--- src/rtl/lsu.sv ---
`default_nettype none
// ============================================================================
// Module   : lsu
// Purpose  : RV32I load/store unit; one valid/ready bus transaction per op,
//            with byte-enable/lane formatting and load sign/zero extension.
// Revision : 1.0 - initial release
// ============================================================================
module lsu #(
  parameter int unsigned TIMEOUT = 255
) (
  input  logic        clk,
  input  logic        rst,
  input  logic        req_valid,
  input  logic        load,
  input  logic        store,
  input  logic [2:0]  funct3,
  input  logic [31:0] addr,
  input  logic [31:0] wdata,
  output logic        busy,
  output logic        done,
  output logic [31:0] rdata,
  output logic        err,
  output logic [1:0]  err_cause,
  output logic        mem_valid,
  output logic        mem_we,
  output logic [31:0] mem_addr,
  output logic [3:0]  mem_be,
  output logic [31:0] mem_wdata,
  input  logic        mem_ready,
  input  logic [31:0] mem_rdata
);

  typedef enum logic [1:0] {
    S_IDLE = 2'd0,
    S_BUS  = 2'd1,
    S_RESP = 2'd2,
    S_ERR  = 2'd3
  } state_t;

  localparam logic [1:0] c_CAUSE_MISALIGN = 2'b01;
  localparam logic [1:0] c_CAUSE_TIMEOUT  = 2'b10;
  localparam logic [1:0] c_CAUSE_ILLEGAL  = 2'b11;
  localparam bit         c_TO_EN          = (TIMEOUT != 0);
  // Last counter value before the bus gives up; counter is 8 bits wide.
  localparam logic [7:0] c_TO_LAST        = 8'(TIMEOUT - 1);

  state_t      r_state, w_state_nxt;
  logic [7:0]  r_cnt;
  logic [31:0] r_addr;
  logic [2:0]  r_funct3;
  logic        r_we;
  logic [3:0]  r_be;
  logic [31:0] r_wdata;
  logic [31:0] r_rdata;
  logic [1:0]  r_cause;

  logic        w_req, w_illegal, w_misaligned, w_timeout;
  logic [3:0]  w_be;
  logic [31:0] w_fmt_wdata;
  logic [7:0]  w_byte;
  logic [15:0] w_half;
  logic [31:0] w_load_ext;

  assign w_req     = req_valid & (load | store);
  assign w_timeout = c_TO_EN && (r_cnt == c_TO_LAST);

  always_comb begin
    w_illegal = 1'b0;
    if (load & store)
      w_illegal = 1'b1;
    else if (load)
      w_illegal = (funct3 == 3'b011) || (funct3[2:1] == 2'b11);
    else if (store)
      w_illegal = funct3[2] || (funct3[1:0] == 2'b11);
  end

  always_comb begin
    w_misaligned = 1'b0;
    case (funct3[1:0])
      2'b01:   w_misaligned = addr[0];
      2'b10:   w_misaligned = (addr[1:0] != 2'b00);
      default: w_misaligned = 1'b0;
    endcase
  end

  // Loads use the same byte mask as stores but never drive write data.
  always_comb begin
    w_be        = 4'b0000;
    w_fmt_wdata = '0;
    case (funct3[1:0])
      2'b00: begin
        w_be        = 4'b0001 << addr[1:0];
        w_fmt_wdata = {4{wdata[7:0]}};
      end
      2'b01: begin
        w_be        = addr[1] ? 4'b1100 : 4'b0011;
        w_fmt_wdata = {2{wdata[15:0]}};
      end
      default: begin
        w_be        = 4'b1111;
        w_fmt_wdata = wdata;
      end
    endcase
    if (load)
      w_fmt_wdata = '0;
  end

  always_comb begin
    w_byte = mem_rdata[7:0];
    case (r_addr[1:0])
      2'b00:   w_byte = mem_rdata[7:0];
      2'b01:   w_byte = mem_rdata[15:8];
      2'b10:   w_byte = mem_rdata[23:16];
      default: w_byte = mem_rdata[31:24];
    endcase
    w_half = r_addr[1] ? mem_rdata[31:16] : mem_rdata[15:0];
    case (r_funct3)
      3'b000:  w_load_ext = {{24{w_byte[7]}}, w_byte};
      3'b100:  w_load_ext = {24'd0, w_byte};
      3'b001:  w_load_ext = {{16{w_half[15]}}, w_half};
      3'b101:  w_load_ext = {16'd0, w_half};
      default: w_load_ext = mem_rdata;
    endcase
  end

  always_comb begin
    w_state_nxt = r_state;
    case (r_state)
      S_IDLE: begin
        if (w_req)
          w_state_nxt = (w_illegal || w_misaligned) ? S_ERR : S_BUS;
      end
      S_BUS: begin
        if (mem_ready)
          w_state_nxt = S_RESP;
        else if (w_timeout)
          w_state_nxt = S_ERR;
      end
      default: w_state_nxt = S_IDLE;
    endcase
  end

  always_ff @(posedge clk) begin
    if (rst) begin
      r_state  <= S_IDLE;
      r_cnt    <= '0;
      r_addr   <= '0;
      r_funct3 <= '0;
      r_we     <= 1'b0;
      r_be     <= '0;
      r_wdata  <= '0;
      r_rdata  <= '0;
      r_cause  <= '0;
    end else begin
      r_state <= w_state_nxt;
      case (r_state)
        S_IDLE: begin
          if (w_req) begin
            r_cnt   <= '0;
            r_rdata <= '0;
            if (w_illegal)
              r_cause <= c_CAUSE_ILLEGAL;
            else if (w_misaligned)
              r_cause <= c_CAUSE_MISALIGN;
            else begin
              r_addr   <= addr;
              r_funct3 <= funct3;
              r_we     <= store;
              r_be     <= w_be;
              r_wdata  <= w_fmt_wdata;
            end
          end
        end
        S_BUS: begin
          if (mem_ready)
            r_rdata <= r_we ? '0 : w_load_ext;
          else if (w_timeout)
            r_cause <= c_CAUSE_TIMEOUT;
          else
            r_cnt <= r_cnt + 8'd1;
        end
        default: ;
      endcase
    end
  end

  // Bus and result outputs are gated by state so they read zero outside use.
  assign busy      = (r_state != S_IDLE);
  assign mem_valid = (r_state == S_BUS);
  assign mem_we    = mem_valid & r_we;
  assign mem_addr  = mem_valid ? {r_addr[31:2], 2'b00} : '0;
  assign mem_be    = mem_valid ? r_be : '0;
  assign mem_wdata = mem_valid ? r_wdata : '0;
  assign done      = (r_state == S_RESP) || (r_state == S_ERR);
  assign err       = (r_state == S_ERR);
  assign err_cause = err ? r_cause : '0;
  assign rdata     = (r_state == S_RESP) ? r_rdata : '0;

endmodule
`default_nettype wire

--- config.mk ---
export PLATFORM = sky130hd
export DESIGN_NAME = lsu
export DESIGN_NICKNAME = d
export VERILOG_FILES = /design/src/rtl/lsu.sv
export SDC_FILE = /design/constraint.sdc
export NUM_CORES = 1
export LEC_CHECK = 0
export CAP_MARGIN = 20
export CORE_MARGIN = 5
export CORE_UTILIZATION = 47
export CTS_BUF_LIST = sky130_fd_sc_hd__clkbuf_8
export DETAILED_ROUTE_END_ITERATION = 7
export PLACE_DENSITY_LB_ADDON = 0.15
export SETUP_SLACK_MARGIN = 0.02
export SYNTH_ARGS = -nofsm -noshare
export SYNTH_HDL_FRONTEND = slang
export SYNTH_SLANG_ARGS = --single-unit
--- constraint.sdc ---
create_clock -name clk -period 2.7 [get_ports clk]
set_input_delay 0.54 -clock clk [delete_from_list [all_inputs] [get_ports clk]]
set_output_delay 0.54 -clock clk [all_outputs]
set_load 0.1 [all_outputs]
==> results.yml, run 1 <==
outcome:
  status: "finished, final reports clean"
setup_path:
  path_cells: "nand2b_1 > inv_1 > buf_6 > and2_1 > buf_12"
  end_kind: "output port"
  cp_top_family: "buffers and inverters"
  worstPathMaxFanout: 41
  cp-start-kind: "register"
  worstPathRequired_ps: 2160
  cp_slowest_cell: "dfxtp_2"
  worst_ep_arrival_time_ps: 2020
  max_stage_delay_ps: 380
  critPathKind: "register to output port"
  path_buf_inv: 3
detailed_routing:
  drt_iter0_markers: 641
  viasPerCell: 5.63
  drt_wl_total_mm: 20.4
  ant_nets: 0
  vias: 6485
  drc: 0
  routedWlPerCell_um: 17.7
  drt-pass1-iter-count: 7
global_route:
  grt_usage: 0.266
  first_global_vias: 6484
  overflow: 0
  grt_max_degree: 54
  grt_pass1_wl_mm: 32.2
  antenna_found_initial: 1
die:
  io_pins: 212
  coreArea_um2: 12600
  die_h_um: 124
  die_w_um: 124
  rows: 41
  die_area_um2: 15300
  initial_core_util: 0.481
clocking:
  cts_tree: "built"
  cts_inserted_buffers: 17
  hold_buffers: 0
  clock_latency_ps: 450
  cts_root_buf: "clkbuf_8"
  clk_pin_slew_ps: 70
  post_cts_buffers: 0
  cts-htree-levels: 4
  clock-sinks: 116
  clk_path_buf_depth: 2
power:
  peakVddDrop_uv: 274
  leakage_nw: 3.79
  power.switching_mw: 1.26
  p_total_mw: 4.59
  clkPwrFrac: 0.412
  power_frac_seq: 0.397
  p_comb_frac: 0.191
  p_int_mw: 3.33
  power_density_nw_per_um2: 467
  switching_share: 0.275
synthesis:
  yosys.area_share.xor_xnor: 0.00866
  synthCells: 778
  synth_top_cell_by_area: "dfxtp_1"
  yosys-top-cells-count: "dfxtp_1 (116), o21ai_0 (101), and2_1 (100)"
  synth-async-reset-ratio: 0
  avgSynthCellArea_um2: 7.80
  synthTopCellsByArea: "dfxtp_1 (38%), and2_1 (10%), o21ai_0 (8.3%), a21oi_1 (6.8%), mux2i_1 (4.1%)"
  ys_seq_elements: 116
  synth-compound-area-share: 0.211
  synth_ff_type: "dfxtp_1"
  synthMuxAreaShare: 0.0598
  ys_types: 46
  synth_most_common_cell: "dfxtp_1"
  yosys.area_share.simple: 0.260
  syn_area_um2: 6070
  synth_top_family_by_area: "simple AND/OR/NAND/NOR gates"
  synth_top_area_frac: 0.383
  synth_warnings: 0
  synthAdderAreaFrac: 0.0124
  yosysSeqAreaShare: 0.383
  synth_edf_count: 0
timing:
  relSlewSlack: 0.519
  whs_ps: 388
  skew_ps: 6.90
  rsz0062_at_grt: "false"
  final-hold-violation-count: 0
  post-route-period-util: 0.947
  period_minus_slack_ps: 2560
  slew_viol_final: 0
  tightestPinTransition_ps: 721
  setup_viol: 0
  max_freq_mhz: 391
place:
  gp_congestion: 0.929
  port_buffers: 209
  dp_hpwl_mm: 14.8
cells_and_area:
  nets: 1077
  areaGrowthSynthToFinish_pct: 62.0
  drive_above_1_share: 0.193
run:
  cap_violations: 0
min_path:
  hold_path_class: "primary input to register"
[placed cells by master (no fill, tap or decap), types with 4 or more instances in the layout]
| cell | netlist | layout |
|---|---|---|
| a21o_1 | 8 | 8 |
| a21oi_1 | 83 | 82 |
| a22oi_1 | 8 | 8 |
| a31oi_1 | 7 | 7 |
| and2_1 | 100 | 100 |
| buf_12 | 0 | 105 |
| buf_4 | 2 | 30 |
| bufinv_16 | 0 | 5 |
| clkbuf_8 | 0 | 21 |
| clkdlybuf4s50_1 | 0 | 103 |
| clkinv_2 | 0 | 5 |
| dfxtp_1 | 116 | 114 |
| ha_1 | 6 | 6 |
| inv_1 | 18 | 19 |
| mux2_2 | 10 | 10 |
| mux2i_1 | 25 | 25 |
| nand2_1 | 52 | 52 |
| nand2b_1 | 21 | 21 |
| nand3_1 | 43 | 43 |
| nand4b_1 | 8 | 8 |
| nor2_1 | 41 | 40 |
| nor3_1 | 5 | 5 |
| nor4_1 | 5 | 5 |
| o21ai_0 | 101 | 101 |
| o221ai_1 | 7 | 7 |
| or4_1 | 5 | 5 |
| xor2_1 | 4 | 4 |
[what timing repair did]
| action | in CTS | in global routing |
|---|---|---|
| endpoints found under the hold margin | 0 | 0 |
| resized for setup | 2 | 1 |
| gates cloned | 0 | 0 |
| pin swaps | 0 | 0 |
| setup endpoints to repair | 39 | 42 |
[metrics by stage]
step / util / instance area (um2) / std cells / TNS, ps / setup slack (ps)
3_5_place_dp: 0.741 / 9350 / 1119 / -4570 / -138
2_1_floorplan: - / 6070 / 779 / 0 / 153
5_1_grt: 0.779 / 9830 / 1151 / 0 / 37.3
4_1_cts: 0.779 / 9830 / 1151 / 0 / 62.6
3_3_place_gp: 0.741 / 9350 / 1119 / 0 / 7.04
6_report: 0.779 / 9830 / 1152 / 0 / 142
[sequential cells by signal (all words and copies together) (netlist names)]
name and count:
r_wdata 32, r_cnt 8, r_state 2, r_addr 32, r_funct3 3, r_cause 2, r_rdata 32, r_we 1
r_be 4
[area by class of cell]
class	count	area (um2)
fillers	895	2790
repair buffers	240	3370
clock buffers	21	289
diodes	1	2.50
well taps	172	215
multi-input cells	573	3380
inverters	18	67.6
clock inverters	11	179
flip-flops and latches	116	2320
[final timing paths]
check / startpoint / to / slack (ps) / cells past startpoint
setup / recovery: r_state[1] / mem_wdata[7] / 140 / 5
hold / removal: rst / r_rdata[6] / 390 / 2
setup reg to reg: r_funct3[1] / r_rdata[30] / 660 / 4
hold reg to reg: r_rdata[0] / r_rdata[0] / 440 / 2
[cells by family (layout without fill, tap and decap cells)]
group           Yosys count  after routing
flops                   116            116
other cells               1              3
xor+xnor                  6              6
buf+inv                  90            290
simple gates            294            294
compound gates          230            230
mux                      35             35
fa+ha+maj                 6              6
[power by group through the flow]
stage          clock (mW)  combinational (mW)  sequential (mW)
4_1_cts              1.91               0.867             1.82
6_report             1.89               0.875             1.82
3_5_place_dp            0               0.859             1.86
2_1_floorplan           0               0.505             1.84
3_3_place_gp            0               0.837             1.85
5_1_grt              1.99               0.933             1.83
[routing by layer]
layer / global-route usage / vias up / share of wire
met5: 0 / - / 0.00039
met4: 0.105 / 2 / 0.027
met3: 0.0840 / 50 / 0.087
met2: 0.442 / 286 / 0.49
met1: 0.319 / 3094 / 0.39
li1: - / 3053 / -
Power figures use the tool's default switching activity.
==> inputs of run 2 (changes only) <==
--- a/config.mk
+++ b/config.mk
@@ -5,7 +5,7 @@
 export SDC_FILE = /design/constraint.sdc
 export NUM_CORES = 1
 export LEC_CHECK = 0
-export CAP_MARGIN = 20
+export CAP_MARGIN = 0
 export CORE_MARGIN = 5
 export CORE_UTILIZATION = 47
 export CTS_BUF_LIST = sky130_fd_sc_hd__clkbuf_8
==> results of run 2 <==
The final DEF is identical to that of run 1; final timing and power are the same.
==> inputs of run 3 (changes only) <==
--- a/config.mk
+++ b/config.mk
@@ -10,7 +10,7 @@
 export CORE_UTILIZATION = 47
 export CTS_BUF_LIST = sky130_fd_sc_hd__clkbuf_8
 export DETAILED_ROUTE_END_ITERATION = 7
-export PLACE_DENSITY_LB_ADDON = 0.15
+export PLACE_DENSITY_LB_ADDON = 0.3
 export SETUP_SLACK_MARGIN = 0.02
 export SYNTH_ARGS = -nofsm -noshare
 export SYNTH_HDL_FRONTEND = slang
==> results.yml, run 3 (synthesis results as in run 1) <==
global_route:
  grt_pass1_wl_mm: 31.2
  grt_usage: 0.257
  first_global_vias: 6309
  overflow: 0
  grt_max_degree: 56
  antenna_found_initial: 0
place:
  placed_area_um2: 9370
  dp_hpwl_mm: 14.2
  port_buffers: 209
  gp_congestion: 0.880
setup_path:
  end_kind: "output port"
  crit_top_cell: "buf_12"
  cp_top_family: "buffers and inverters"
  critPathKind: "register to output port"
  cp_slowest_cell: "dfxtp_2"
  worst_ep_arrival_time_ps: 1920
  path_cells: "nand2b_1 > inv_1 > buf_12 > and2_1 > buf_12"
  cp-start-kind: "register"
  worstPathMaxFanout: 55
  worstPathRequired_ps: 2160
  path_buf_inv: 3
  max_stage_delay_ps: 380
run:
  cap_violations: 0
die:
  coreArea_um2: 12600
  die_w_um: 124
  initial_core_util: 0.481
  io_pins: 212
  die_area_um2: 15300
  rows: 41
  die_h_um: 124
timing:
  slew_viol_final: 0
  setup_viol: 0
  setup_tns_ps: 0
  whs_ps: 357
  post-route-period-util: 0.912
  tightestPinTransition_ps: 605
  skew_ps: 10.3
  final-hold-violation-count: 0
  rsz0062_at_grt: "false"
  period_minus_slack_ps: 2460
  relSlewSlack: 0.597
  max_freq_mhz: 406
clocking:
  cts_root_buf: "clkbuf_8"
  cts_inserted_buffers: 17
  cts-htree-levels: 4
  hold_buffers: 0
  clk_path_buf_depth: 2
  clk_pin_slew_ps: 60
  cts_tree: "built"
  clock-sinks: 116
  clock_latency_ps: 450
cells_and_area:
  nets: 1082
  fin_util: 0.780
  drive_above_1_share: 0.197
  antenna_cells: 0
  areaGrowthSynthToFinish_pct: 62.1
  largestRegisters: "r_addr (32), r_rdata (32), r_wdata (32)"
  fin_area_um2: 9840
  final_common_cell: "dfxtp_1"
  layout_common_cells: "dfxtp_1 (114), clkdlybuf4s50_1 (103), buf_12 (103), o21ai_0 (101), and2_1 (100)"
power:
  leakage_nw: 3.80
  power_density_nw_per_um2: 465
  p_total_mw: 4.58
  peakVddDrop_uv: 376
detailed_routing:
  viasPerCell: 5.48
  met3WireLength_mm: 1.86
  drt_iter0_markers: 537
  vias: 6338
  top_layer: "met4"
  drt-pass1-iter-count: 5
  drt_wl_total_mm: 19.4
  ant_nets: 0
  wl_met2_mm: 9.46
  drc: 0
  drt-met1-wl_mm: 7.60
  routedWlPerCell_um: 16.8
min_path:
  hold_path_class: "primary input to register"
outcome:
  status: "finished, final reports clean"
run 3: power breakdown:
part | leakage [nW] | total (mW) | switching (mW) | internal (mW)
clock network | 0.244 | 1.89 | 0.705 | 1.19
registers | 0.941 | 1.82 | 0.0425 | 1.78
logic | 2.62 | 0.863 | 0.503 | 0.361
run 3: per-layer routing:
metal	up-vias	track usage
li1	3075	-
met4	0	0.0983
met3	43	0.0917
met1	2959	0.307
met2	261	0.423
met5	-	0
run 3: area by class of cell:
class	count	area (um2)
multi-input cells	573	3380
clock buffers	21	289
inverters	18	67.6
fillers	868	2780
clock inverters	11	180
well taps	172	215
repair buffers	245	3380
flip-flops and latches	116	2320
run 3: path summary, 6_finish.rpt:
kind / from / to / slack (ps) / cells after the start
max: r_state[1] / mem_wdata[5] / 240 / 5
min reg2reg: r_rdata[4] / r_rdata[4] / 440 / 2
max reg2reg: r_addr[1] / r_rdata[30] / 690 / 5
min: rst / r_rdata[6] / 360 / 2
run 3: metrics by stage:
stage | setup WS (ps) | instances
floorplan | 153 | 779
global placement | 43.4 | 1124
detailed placement | 8.36 | 1124
CTS | 89.2 | 1156
global route | 113 | 1156
finish | 238 | 1156
run 3: what timing repair did:
action | in CTS | in global routing
setup endpoints to repair | 0 | 80
resized for setup | 0 | 2
setup buffers | 0 | 0
